[config.mk]
export PLATFORM = sky130hd
export DESIGN_NAME = fifo_bank_seq
export DESIGN_NICKNAME = d
export VERILOG_FILES = /design/src/rtl/fifo_bank_seq.sv
export SDC_FILE = /design/constraint.sdc
export NUM_CORES = 1
export LEC_CHECK = 0
export BUFFER_PORTS_ARGS = -buffer_cell sky130_fd_sc_hd__buf_2
export CAP_MARGIN = 40
export CORE_MARGIN = 5
export CORE_UTILIZATION = 40
export DETAILED_ROUTE_END_ITERATION = 6
export PLACE_DENSITY_LB_ADDON = 0.15
export SLEW_MARGIN = 10
export SYNTH_ARGS = -nofsm -noshare
export SYNTH_HDL_FRONTEND = slang
export SYNTH_SLANG_ARGS = --single-unit
export TNS_END_PERCENT = 30
[constraint.sdc]
create_clock -name clk -period 2.6 [get_ports clk]
set_clock_uncertainty 0.15 [all_clocks]
set_input_delay 0.13 -clock clk [delete_from_list [all_inputs] [get_ports clk]]
set_output_delay 0.13 -clock clk [all_outputs]
set_load 0.005 [all_outputs]
[src/rtl/fifo_bank_seq.sv]
// -----------------------------------------------------------------------------
// fifo_bank_seq
//
// Fill/drain sequencer for a bank of NUM_FIFOS identical FIFOs.
//   FILL  : steers one input stream into FIFO 0, 1, ... NUM_FIFOS-1,
//           DEPTH words each, one word per accepted beat.
//   DRAIN : pops every FIFO in lockstep so the consumer sees one column of
//           NUM_FIFOS words per fire.
//   FLUSH : single idle cycle covering the bank's registered read latency.
//   DONE  : one-cycle completion pulse, then back to IDLE.
//
// Ports
//   clk, rst_n          clock (rising edge), synchronous active-low reset
//   start               begin a job; only looked at in IDLE
//   in_valid/in_data    input stream; in_ready is the accept handshake
//   fifo_wren           one-hot write strobe into the bank (bit i -> FIFO i)
//   fifo_wdata          shared write data, always equal to in_data
//   fifo_full/empty     status flags from the bank
//   fifo_rden           read strobes, all bits identical
//   drain_ready         consumer can take a column this cycle
//   drain_valid         bank output registers hold a valid column
//   busy                job in progress (state != IDLE)
//   done                one-cycle pulse at job end
// -----------------------------------------------------------------------------
module fifo_bank_seq #(
  parameter int NUM_FIFOS  = 8,
  parameter int DEPTH      = 8,
  parameter int DATA_WIDTH = 8
) (
  input  logic                  clk,
  input  logic                  rst_n,
  input  logic                  start,
  input  logic                  in_valid,
  input  logic [DATA_WIDTH-1:0] in_data,
  output logic                  in_ready,
  output logic [NUM_FIFOS-1:0]  fifo_wren,
  output logic [DATA_WIDTH-1:0] fifo_wdata,
  input  logic [NUM_FIFOS-1:0]  fifo_full,
  input  logic [NUM_FIFOS-1:0]  fifo_empty,
  output logic [NUM_FIFOS-1:0]  fifo_rden,
  input  logic                  drain_ready,
  output logic                  drain_valid,
  output logic                  busy,
  output logic                  done
);

  localparam int SEL_W = $clog2(NUM_FIFOS);
  localparam int CNT_W = $clog2(DEPTH) + 1;

  localparam logic [SEL_W-1:0] SEL_LAST = SEL_W'(NUM_FIFOS - 1);
  localparam logic [CNT_W-1:0] CNT_LAST = CNT_W'(DEPTH - 1);

  localparam logic [2:0] S_IDLE  = 3'd0;
  localparam logic [2:0] S_FILL  = 3'd1;
  localparam logic [2:0] S_DRAIN = 3'd2;
  localparam logic [2:0] S_FLUSH = 3'd3;
  localparam logic [2:0] S_DONE  = 3'd4;

  logic [2:0]       state;
  logic [SEL_W-1:0] sel;
  logic [CNT_W-1:0] cnt;
  logic             accept;
  logic             fire;

  // Handshake and strobe decode. Everything here is a pure function of the
  // current state and the inputs, so strobes land in the same cycle as the
  // accept/fire decision.
  always_comb begin
    // NOTE: every output of a combinational block gets a default before any
    // branch; a path that leaves a signal unassigned would infer a latch.
    in_ready  = 1'b0;
    accept    = 1'b0;
    fire      = 1'b0;
    fifo_wren = '0;

    if (state == S_FILL) begin
      in_ready = !fifo_full[sel];
      accept   = in_valid && in_ready;
    end

    if (accept) begin
      fifo_wren[sel] = 1'b1;
    end

    fire = (state == S_DRAIN) && drain_ready && !(|fifo_empty);
  end

  // Lockstep pop: every FIFO is read together or not at all.
  assign fifo_rden  = {NUM_FIFOS{fire}};
  assign fifo_wdata = in_data;
  assign busy       = (state != S_IDLE);
  assign done       = (state == S_DONE);

  always_ff @(posedge clk) begin
    // NOTE: state registers use non-blocking assignments so every register
    // samples pre-edge values, independent of statement order.
    if (!rst_n) begin
      state       <= S_IDLE;
      sel         <= '0;
      cnt         <= '0;
      drain_valid <= 1'b0;
    end else begin
      // The bank updates its output registers on the same edge that sees
      // rden, so valid simply follows the strobe by one cycle.
      drain_valid <= fifo_rden[0];

      case (state)
        S_IDLE: begin
          if (start) begin
            state <= S_FILL;
            sel   <= '0;
            cnt   <= '0;
          end
        end

        S_FILL: begin
          if (accept) begin
            if (cnt == CNT_LAST) begin
              cnt <= '0;
              // sel stays on the last FIFO when the fill completes; it is
              // cleared again on the next entry to FILL.
              if (sel == SEL_LAST) begin
                state <= S_DRAIN;
              end else begin
                sel <= sel + 1'b1;
              end
            end else begin
              cnt <= cnt + 1'b1;
            end
          end
        end

        S_DRAIN: begin
          if (fire) begin
            if (cnt == CNT_LAST) begin
              state <= S_FLUSH;
              cnt   <= '0;
            end else begin
              cnt <= cnt + 1'b1;
            end
          end
        end

        S_FLUSH: state <= S_DONE;

        S_DONE:  state <= S_IDLE;

        default: state <= S_IDLE;
      endcase
    end
  end

endmodule

==> impl_metrics.toml <==
[status]
status = "completed"

[final_layout]
drive_gt1_frac = 0.3662
stdcell_count = 170
multi_input_area_um2 = 565.5
area.growth.synth_to_final_pct = 14.04
n_fill_cell = 243
seq_area_um2 = 220.2
antennaDiodeCount = 0
nets = 175

[pwr]
powerDensity_nw_per_um2 = 335.9
p_leak_nw = 0.5265
finalPower_mw = 0.3619
irDropWorstVdd_mv = 0.2518

[sta]
rsz0062_at_grt = "no"
hold_viol = 0
post-route-min-period_ns = 2.417
slew_viol_final = 0
setup_viol = 0
tightest_slew_ns = 0.4598
fin_crit_sh = 0.9297
max-slew-margin-rel = 0.6911
max_freq_mhz = 413.7
fin_tns_setup_ns = 0

[worst_setup_path]
crit_slowest_cell = "dfxtp_1"
rr_endpoint = "cnt[1]$_SDFFE_PN0P_"
r2r-start = "sel[0]$_SDFFE_PN0P_"
slowest_delay_ns = 0.40
ff2ff_setup_slack_ns = 0.33
criticalPathCategory = "flip-flop to output pin"
critPathTopFamily = "simple AND/OR/NAND/NOR gates"
crit_chain = "mux2_2, a222oi_1, and4_1, nand2b_1, nor3_1, buf_2"
path_depth = 6
worstPathMaxFanout = 4
critPathRequiredTime_ns = 2.32
setup.worst_path.end_class = "output pin"
worstPathBufferInverterCount = 1
crit_path_start_kind = "flip-flop"
ff2ff_path_depth = 6
cp.arrival_ns = 2.14

[drt]
via_count = 855
dr.pass1.iters = 4
drc_errors = 0
wl_per_cell_um = 13.20
drt_iter0_markers = 40
met1_length_um = 981
dr_wl_met2_mm = 1.020
highest_layer = "met4"
vias_per_cell = 5.029
wl_mm = 2.244
postRouteAntennaNets = 0
wl_met3_um = 221

[floorplan]
dieHeight_um = 58.60
die-area_um2 = 3433
core_area_um2 = 2233
die_w_um = 58.60
io_pins = 57
initial_core_util = 0.4230
core.rowCount = 17

[min_path]
worstHoldPathCells = 3
hp-class = "input port to flip-flop"
hold_end = "cnt[3]$_SDFFE_PN0P_"
holdCritStartpoint = "rst_n"

[synth]
synth_top_area_frac = 0.2331
avgSynthCellArea_um2 = 8.074
synth_nets = 149
yosys-top-cells-area = "dfxtp_1 (23%), buf_4 (13%), mux2i_1 (6.4%)"
synth_ff_type = "dfxtp_1"
muxShareOfSynthArea = 0.1152
yosysWarnings = 0
synth_edf_count = 0
synthArstFlopShare = 0
yosysSeqAreaShare = 0.2331
synth_compound_area_frac = 0.08742
yosys.area_share.adder = 0.03974
synthSimpleGateAreaFrac = 0.3377
yosysMostFrequentCell = "buf_4"
synth-seq-cells = 11
synth_area_um2 = 944.7
yosysTopAreaCell = "dfxtp_1"
synth_top_family_by_area = "simple AND/OR/NAND/NOR gates"
synth_xor_xnor_area_share = 0.01854
synthTopCellsByCount = "buf_4 (16), nor2_1 (13), dfxtp_1 (11)"
synthCells = 117
yosysUniqueCellTypes = 39

[global_route]
grt_use_total = 0.1360
grt_start_max_net_pins = 12
overflow = 0
antenna_found_initial = 0
grt_pass1_wl_mm = 3.726
grt_pass1_vias = 835

[clock_tree]
clock_path_buffers = 2
path_clk_slew_ns = 0.07
cts-root-buf = "clkbuf_4"
cts_tree = "built"
postCtsHoldBufs = 0
cts_buffers = 3
cts.sinks = 11
htreeDepth = 1
clock_latency_ns = 0.27

[place]
gp_congestion = 0.8110
dp_hpwl_mm = 1.812
dp_cells = 165
port_buffers = 40

[flow_run]
drv_cap = 0
layout by cell type, fill, tap and decap left out, types with 2 or more instances in the layout:
cell type,count
buf_2,40
nor2_1,13
dfxtp_1,11
nand2_1,10
mux2i_1,6
nor3_1,4
nand2b_1,4
nand3_1,4
mux2_2,3
nand3b_1,3
and2_1,3
ha_1,3
clkbuf_4,3
buf_4,3
inv_1,2
nor3b_1,2
nor2b_1,2
and3_1,2
a21boi_0,2
and3b_1,2
a31oi_1,2
stage by stage:
stage | util | hold slack, ns | worst slack [ns] | area, um^2
after global routing | 0.4824 | 0.07655 | 0.03026 | 1077
final | 0.4824 | 0.05923 | 0.1827 | 1077
after CTS | 0.4790 | 0.05176 | 0.07006 | 1070
after global placement | 0.4672 | 0.1101 | 0.3474 | 1044
after floorplan | - | 0.1908 | 0.4041 | 944.7
after detailed placement | 0.4672 | 0.1101 | 0.3063 | 1044
kinds of logic (layout without fill, tap and decap cells):
family,after synthesis,in the layout
XOR/XNOR,2,2
AND/OR/NAND/NOR,56,56
adder cells (fa/ha/maj),3,3
flip-flops,11,11
AO/OA/AOI/OAI,11,11
multiplexers,10,10
buffers and inverters,24,49
report_power, final:
group / switching, mW / internal [mW] / total (mW) / leakage (nW)
Sequential: 0.00527 / 0.172 / 0.177 / 0.0890
Combinational: 0.0327 / 0.0334 / 0.0661 / 0.423
Clock: 0.0596 / 0.0593 / 0.119 / 0.0150
Total: 0.0976 / 0.264 / 0.362 / 0.527
worst max path at each step:
stage                              startpoint             endpoint  slack (ns)
after CTS                 sel[0]$_SDFFE_PN0P_         fifo_wren[0]        0.07
after detailed placement  sel[0]$_SDFFE_PN0P_  sel[1]$_SDFFE_PN0P_        0.31
after global routing      sel[0]$_SDFFE_PN0P_         fifo_wren[0]        0.03
final                     sel[0]$_SDFFE_PN0P_         fifo_wren[0]        0.18
after floorplan           sel[2]$_SDFFE_PN0P_  sel[0]$_SDFFE_PN0P_        0.40
after global placement    sel[2]$_SDFFE_PN0P_  sel[0]$_SDFFE_PN0P_        0.35
registers in the layout (all words and copies together) (netlist names):
signal	flops
sel	3
cnt	4
state	3
drain_valid	1
worst min-delay path: stages:
cell and delay (ns):
buf_2 0.16, nand3_1 0.08, mux2i_1 0.06
repair_timing:
| action | CTS | global route |
|---|---|---|
| setup buffers | 0 | 1 |
| endpoints found under the hold margin | 0 | 0 |
| setup endpoints to repair | 0 | 8 |
| gates resized for setup | 0 | 0 |
layout make-up:
cell class	instances	share of cell area
Timing Repair Buffer	43	0.2067
Tap cell	28	0.03252
Sequential cell	11	0.2044
Inverter	2	0.006969
Clock buffer	4	0.02439
Multi-Input combinational cell	82	0.5250
metal layers:
| layer | up-vias | GRT usage |
|---|---|---|
| met5 | - | 0 |
| li1 | 443 | - |
| met1 | 382 | 0.1713 |
| met3 | 6 | 0.03947 |
| met2 | 24 | 0.2153 |
| met4 | 0 | 0.05825 |
Power figures use the tool's default switching activity.
